`src/rtl/moving_average_inverse_pkg.sv`:
```
// Shared widths, sample/sum types and saturation helper for the moving-average
// filter and its inverse, so both ends of a link agree on SUM_W.
package moving_average_inverse_pkg;

   localparam int DATA_W_DEF = 8;
   localparam int DEPTH_DEF  = 4;

   function automatic int sum_w(input int data_w, input int depth);
      return data_w + $clog2(depth);
   endfunction

   localparam int SUM_W_DEF = sum_w(DATA_W_DEF, DEPTH_DEF);

   typedef logic signed [DATA_W_DEF-1:0] sample_t;
   typedef logic signed [SUM_W_DEF-1:0]  sum_t;

   // Clamp a wide signed value into the signed range of a data_w-bit sample.
   function automatic logic signed [31:0] saturate(input logic signed [31:0] d,
                                                   input int data_w);
      logic signed [31:0] hi;
      logic signed [31:0] lo;
      hi = (32'sd1 <<< (data_w - 1)) - 32'sd1;
      lo = -(32'sd1 <<< (data_w - 1));
      if (d > hi)      return hi;
      else if (d < lo) return lo;
      else             return d;
   endfunction

endpackage

```
`src/rtl/moving_average_history.sv`:
```
// DEPTH-deep shift register of reconstructed samples; tap is the oldest entry,
// i.e. x[n-DEPTH] at the time the next sample is computed.
module moving_average_history
   import moving_average_inverse_pkg::*;
#(
   parameter int DATA_W = DATA_W_DEF,
   parameter int DEPTH  = DEPTH_DEF
) (
   input  logic                     clk,
   input  logic                     rst_n,
   input  logic                     en,
   input  logic signed [DATA_W-1:0] din,
   output logic signed [DATA_W-1:0] tap
);

   logic signed [DATA_W-1:0] hist [DEPTH];

   always_ff @(posedge clk or negedge rst_n) begin
      if (!rst_n) begin
         for (int i = 0; i < DEPTH; i++) hist[i] <= '0;
      end else if (en) begin
         hist[0] <= din;
         for (int i = 1; i < DEPTH; i++) hist[i] <= hist[i-1];
      end
   end

   assign tap = hist[DEPTH-1];

endmodule

```
`src/rtl/moving_average_inverse.sv`:
```
// Recovers samples from a moving-average window sum:
// x[n] = sat(s[n] - s[n-1] + x[n-DEPTH]), one cycle of latency.
module moving_average_inverse
   import moving_average_inverse_pkg::*;
#(
   parameter int DATA_W = DATA_W_DEF,
   parameter int DEPTH  = DEPTH_DEF,
   parameter int SUM_W  = sum_w(DATA_W, DEPTH)
) (
   input  logic                     system1000,
   input  logic                     system1000_rstn,
   input  logic                     in_valid,
   input  logic signed [SUM_W-1:0]  in_sum,
   input  logic                     clear_err,
   output logic                     out_valid,
   output logic signed [DATA_W-1:0] out_sample,
   output logic                     primed,
   output logic                     err
);

   // Handshake: no backpressure. A cycle with in_valid=1 consumes in_sum and
   // produces a one-cycle out_valid pulse on the next cycle; in_valid=0 cycles
   // leave all state untouched and out_sample holds.

   localparam int WIDE  = SUM_W + 2;
   localparam int CNT_W = $clog2(DEPTH + 1);

   logic signed [SUM_W-1:0]  s_prev;
   logic signed [DATA_W-1:0] tap;
   logic signed [WIDE-1:0]   d_wide;
   logic signed [31:0]       d32;
   logic signed [31:0]       sat32;
   logic signed [DATA_W-1:0] x;
   logic                     sat_hit;
   logic [CNT_W-1:0]         cnt;

   always_comb begin
      d_wide  = WIDE'(in_sum) - WIDE'(s_prev) + WIDE'(tap);
      d32     = 32'(d_wide);
      sat32   = saturate(d32, DATA_W);
      x       = sat32[DATA_W-1:0];
      sat_hit = (sat32 != d32);
   end

   // The saturated value is what goes into history, so later outputs track
   // what was actually emitted.
   moving_average_history #(
      .DATA_W (DATA_W),
      .DEPTH  (DEPTH)
   ) u_history (
      .clk   (system1000),
      .rst_n (system1000_rstn),
      .en    (in_valid),
      .din   (x),
      .tap   (tap)
   );

   always_ff @(posedge system1000 or negedge system1000_rstn) begin
      if (!system1000_rstn) begin
         s_prev     <= '0;
         out_valid  <= 1'b0;
         out_sample <= '0;
         cnt        <= '0;
         err        <= 1'b0;
      end else begin
         out_valid <= in_valid;
         if (in_valid) begin
            s_prev     <= in_sum;
            out_sample <= x;
            if (cnt != CNT_W'(DEPTH)) cnt <= cnt + CNT_W'(1);
         end
         // Set has priority over a simultaneous clear.
         if (in_valid && sat_hit) err <= 1'b1;
         else if (clear_err)      err <= 1'b0;
      end
   end

   assign primed = (cnt == CNT_W'(DEPTH));

endmodule
```
`config.mk`:
```
export PLATFORM = sky130hd
export DESIGN_NAME = moving_average_inverse
export DESIGN_NICKNAME = d
export VERILOG_FILES = /design/src/rtl/moving_average_inverse_pkg.sv /design/src/rtl/moving_average_history.sv /design/src/rtl/moving_average_inverse.sv
export SDC_FILE = /design/constraint.sdc
export NUM_CORES = 1
export LEC_CHECK = 0
export ABC_CLOCK_PERIOD_IN_PS = 4600
export BUFFER_PORTS_ARGS = -buffer_cell sky130_fd_sc_hd__buf_4
export CORE_MARGIN = 5
export CORE_UTILIZATION = 35
export DETAILED_ROUTE_END_ITERATION = 12
export PLACE_DENSITY = 0.53
export SETUP_SLACK_MARGIN = 0.3
export SLEW_MARGIN = 30
export SYNTH_ARGS = -nofsm -noshare
export SYNTH_HDL_FRONTEND = slang
export SYNTH_SLANG_ARGS = --single-unit
```
`constraint.sdc`:
```
create_clock -name system1000 -period 4.6 [get_ports system1000]
set_clock_uncertainty 0.1 [all_clocks]
set_input_delay 0.46 -clock system1000 [delete_from_list [all_inputs] [get_ports system1000]]
set_output_delay 0.46 -clock system1000 [all_outputs]
set_load 0.02 [all_outputs]
```
# Yosys cells after proc, flatten, opt, wreduce, memory -nomap -nowiden
# Cells that the tools add are included.
# W data, S select, Z words.
[classes]
addsub = 3
order_cmp = 2
eq_ne = 3
n_mux = 4
reduce_logical = 3
[op_table]
columns = ["operator", "count"]
rows = [
  ["$mux W32", 2],
  ["$ne A32 B12 Y1", 1],
  ["$add A11 B8 Y12", 1],
  ["$gt A12 B8 Y1 const B", 1],
  ["$lt A12 B8 Y1 const B", 1],
  ["$sub A10 B10 Y11", 1],
  ["$add A3 B1 Y3 const B", 1],
  ["$eq A3 B3 Y1 const B", 1],
  ["$ne A3 B3 Y1 const B", 1],
  ["$mux W1", 2],
  ["$reduce_and A2 Y1", 1],
  ["$reduce_bool A2 Y1", 1],
  ["$logic_and A1 B1 Y1", 1],
]
[totals]
ff_bits = 47
inputBits = 14
out_inout_bits = 11
wordCells = 23

# Logic depth before layout (Yosys ltp)
[logic_depth]
depth_word = 8
ltp_mapped = 17
depth_no_buf = 17

# Modules after synthesis
# Synthesis repeated with hierarchy kept, for this count alone.
[hier_totals]
cells_unflattened = 282
area_unflattened_um2 = 3303.2
[modules_own_cells]
columns = ["mod", "n_inst", "cells_each", "area_each_um2", "seq_area_each_um2"]
rows = [
  ["moving_average_inverse", 1, 206, 1898.1, 575.6],
  ["moving_average_history", 1, 76, 1405.1, 800.8],
]

# Worst setup path after synthesis
# Ideal clock, no wire load.
[synth_timing]
kind = "input-to-reg"
start = "input port in_sum[1]"
end = "register u_history.hist[28] (netlist bit)"
setup_ns = 0.082
t_arrival_ns = 3.334
required_time_ns = 4.418
setup_slack_ns = 1.084
path_stages = 13
path_buffers = 0
path_cell_list = "inv_1 -> fa_1 -> fa_1 -> nand2b_1 -> nor2b_1 -> o21ai_1 -> a31oi_1 -> and2b_2 -> nor3_1 -> nand2_1 -> ha_1 -> or3_1 -> a31oi_1"
[synth_via]
elab_chain_len = 5
word_cells_on_any_way = 6
classes_between = "2 x add/sub; 2 x order compare; 2 x mux"
[synth_lines]
columns = ["item", "line_no", "source"]
rows = [
  ["start, declared", "moving_average_inverse.sv:13", "input logic signed [SUM_W-1:0] in_sum,"],
  ["$sub A10 B10 Y11 (*)", "moving_average_inverse.sv:38", "d_wide = WIDE'(in_sum) - WIDE'(s_prev) + WIDE'(tap);"],
  ["$add A11 B8 Y12 (*)", "moving_average_inverse.sv:38", ""],
  ["$lt A12 B8 Y1", "moving_average_inverse_pkg.sv:25", "else if (d < lo) return lo;"],
  ["$mux W32", "moving_average_inverse_pkg.sv:25", ""],
  ["$mux W32 (*)", "moving_average_inverse_pkg.sv:24", "if (d > hi) return hi;"],
  ["end, declared", "moving_average_history.sv:16", "logic signed [DATA_W-1:0] hist [DEPTH];"],
]
# Mark *: on every way between the ends. The rest lies on a longest branch, timed or not.
# A chain may end at the register's enable or synchronous reset.

# Worst setup path in the final report
[layout_timing]
start = "register u_history.hist (netlist bit u_history.tap[7])"
end = "register u_history.hist[28] (netlist bit)"
[layout_via]
elab_chain_len = 4
word_cells_on_any_way = 5
classes_between = "1 x add/sub; 2 x order compare; 2 x mux"
[layout_lines]
columns = ["item", "line_no"]
rows = [
  ["$add A11 B8 Y12 (*)", "moving_average_inverse.sv:38"],
  ["$lt A12 B8 Y1", "moving_average_inverse_pkg.sv:25"],
  ["$mux W32", "moving_average_inverse_pkg.sv:25"],
  ["$mux W32 (*)", "moving_average_inverse_pkg.sv:24"],
]
# Marks and branches as above.

==> results.json <==
{
  "status": "finished, final reports clean",
  "multi_input_area_um2": 1429,
  "ctsHtreeMaxLevel": 2,
  "cts_resized": 0,
  "grt_max_degree": 65,
  "dr.pass1.iters": 4,
  "clkSinkCount": 47,
  "cp_max_fo": 8,
  "worstPathRequired_ns": 4.72,
  "synth_edf_count": 0,
  "rows": 33,
  "syn_avg_cell_area_um2": 10.46,
  "drt_iter0_markers": 64,
  "powerDensity_nw_per_um2": 676.7,
  "start_kind": "register",
  "synth_ff_type": "dfrtp_1",
  "antenna_found_initial": 0,
  "end_kind": "register",
  "dp_hpwl_um": 3661,
  "place.gp.congestion": 0.7613,
  "drv_slew": 0,
  "die_h_um": 100.5,
  "core_um2": 8093,
  "cpPeakStageDelay_ns": 0.50,
  "irDropWorstVdd_v": 0.0002520,
  "cts_tree": "built",
  "cts_buffers": 5,
  "fin_crit_sh": 0.7823,
  "slew_headroom": 0.5537,
  "critical-path-top-delay-family": "adder cells",
  "p_seq_frac": 0.292,
  "ctsRootBufferMaster": "clkbuf_8",
  "seqCellArea_um2": 1176,
  "max_cap_violations": 0,
  "ys_ff_latch": 47,
  "drtAntennaViolNets": 0,
  "clkLatencyLatePin_ns": 0.30,
  "grt_use_total": 0.1114,
  "worstPathArrival_ns": 3.72,
  "synth_warnings": 0,
  "p_leak_nw": 1.439,
  "p_sw_uw": 916.3,
  "layout_min_cycle_time_ns": 3.598,
  "synth_cell_types": 46,
  "switching_share": 0.4286,
  "postCtsSetupBuffers": 0,
  "path_cells": "inv_1, fa_1, inv_1, ha_1, a21o_1, a21oi_1, nand2b_1, o21ai_0, and2b_2, nor3_1, nand2_1, ha_1, or3_1, a31oi_1",
  "hold_path.class": "in -> async",
  "critPathBufInv": 2,
  "dieArea_um2": 10100,
  "tns_ns": 0,
  "wl_per_cell_um": 12.80,
  "setup_violations": 0,
  "syn_nets": 313,
  "internal_power_mw": 1.222,
  "postCtsHoldBufs": 0,
  "initial_utilization": 0.3542,
  "rsz0062_at_grt": "no",
  "worstSetupPathType": "reg -> reg",
  "netlist_instances": 274,
  "grt_pass1_wl_um": 9059,
  "grt_overflow_total": 0,
  "p_comb_frac": 0.591,
  "die-width_um": 100.5,
  "cp_slowest_cell": "fa_1",
  "io_buffers": 24,
  "drive_above_1_share": 0.2440,
  "path_clk_slew_ns": 0.10,
  "synth_area_um2": 2866,
  "hold_viol_final": 0,
  "final_core_util": 0.3904,
  "vias_per_cell": 4.684,
  "diodes": 0,
  "ys_seq_area_frac": 0.4103,
  "grt_pass1_vias": 1865,
  "wirelength_um": 5067,
  "ioPinCount": 25,
  "tightest_slew_ns": 0.6695,
  "drc_errors": 0,
  "async_flop_share": 1.000,
  "clk_path_buf_depth": 2,
  "timing.fmax_ghz": 0.2779,
  "power_frac_clock": 0.118,
  "nFillCells": 829,
  "total_power_mw": 2.138,
  "fin_nets": 329,
  "area_delta_synth_final_pct": 10.21,
  "vias": 1855
}
-- path summary, 6_finish.rpt --
path	start	endpoint	slack, ns	cells past startpoint
setup / recovery	u_history.tap[7]$_DFFE_PN0P_	u_history.hist[28]$_DFFE_PN0P_	1.00	14
hold / removal	system1000_rstn	err$_DFFE_PN0P_	0.05	1
setup reg to reg	u_history.tap[7]$_DFFE_PN0P_	u_history.hist[28]$_DFFE_PN0P_	1.00	14
hold reg to reg	u_history.hist[14]$_DFFE_PN0P_	u_history.tap[6]$_DFFE_PN0P_	0.38	2
max in group asynchronous	system1000_rstn	u_history.hist[19]$_DFFE_PN0P_	3.92	1
min in group system1000	in_sum[7]	s_prev[7]$_DFFE_PN0P_	0.30	2
-- synthesized netlist by cell type, types with 2 or more instances --
library cell | number | share of area
a31oi_1 | 5 | 0.011
o21a_1 | 5 | 0.013
and2b_2 | 3 | 0.0092
xnor2_1 | 4 | 0.012
nor3_1 | 3 | 0.0052
buf_4 | 8 | 0.021
clkbuf_1 | 5 | 0.0065
fa_1 | 10 | 0.070
inv_1 | 42 | 0.055
a21oi_1 | 11 | 0.019
o21ai_1 | 3 | 0.0052
nor2b_1 | 3 | 0.0065
dfrtp_1 | 47 | 0.41
nand2_1 | 11 | 0.014
mux2_2 | 26 | 0.10
o41ai_1 | 2 | 0.0061
nand2b_1 | 8 | 0.017
nor2_1 | 19 | 0.025
ha_1 | 15 | 0.065
o21ai_0 | 14 | 0.024
o21bai_1 | 2 | 0.0052
xor2_1 | 3 | 0.0092
a211oi_2 | 2 | 0.0087
-- cells in the final DEF, fill, tap and decap left out, drive strengths merged, types with 8 or more instances in the layout --
| cell | instances |
|---|---|
| o21ai | 18 |
| ha | 15 |
| fa | 10 |
| nand2 | 11 |
| inv | 42 |
| dfrtp | 47 |
| mux2 | 26 |
| buf | 24 |
| nor2 | 19 |
| nand2b | 8 |
| a21oi | 12 |
-- power by group through the flow --
stage	Clock, mW	Combinational [mW]	Sequential [mW]
floorplan	0	1.03	0.615
global placement	0	1.26	0.631
detailed placement	0	1.26	0.635
CTS	0.266	1.28	0.626
global route	0.281	1.43	0.646
finish	0.251	1.26	0.623
-- cells by family after synthesis --
group,share of synthesized area
AO/OA/AOI/OAI,0.1279
XOR/XNOR,0.02706
adder cells (fa/ha/maj),0.1353
buffers and inverters,0.09123
flip-flops,0.4103
multiplexers,0.1056
AND/OR/NAND/NOR,0.1026
-- state kept, by name, indices dropped and copies added, names as in the netlist --
signal and count:
u_history.tap 8, err 1, cnt 3, u_history.hist 24
out_valid 1, s_prev 10
-- stage by stage --
stage / hold slack, ns / std cells / setup WS (ns) / cell area, µm²
final: 0.05252 / 396 / 1.002 / 3159
after global routing: 0.1141 / 396 / 0.7239 / 3159
after CTS: 0.09277 / 396 / 0.9813 / 3159
after detailed placement: 0.3691 / 388 / 0.7534 / 3074
after global placement: 0.3609 / 388 / 0.8464 / 3074
after floorplan: 0.06441 / 274 / 1.084 / 2867
-- per-layer routing --
metal,up-vias,part of all wire,global-route usage
met1,904,0.49,0.1571
li1,930,-,-
met4,0,0.0089,0.03420
met3,4,0.030,0.02353
met5,-,0,0
met2,17,0.47,0.1718
-- final cells by class --
type	instances	area share
Multi-Input combinational cell	170	0.4523
Sequential cell	47	0.3723
Timing Repair Buffer	24	0.05703
Inverter	42	0.04990
Tap cell	105	0.04158
Clock buffer	6	0.02297
Clock inverter	2	0.003960
Note: power is estimated with default switching activity, not from simulation.
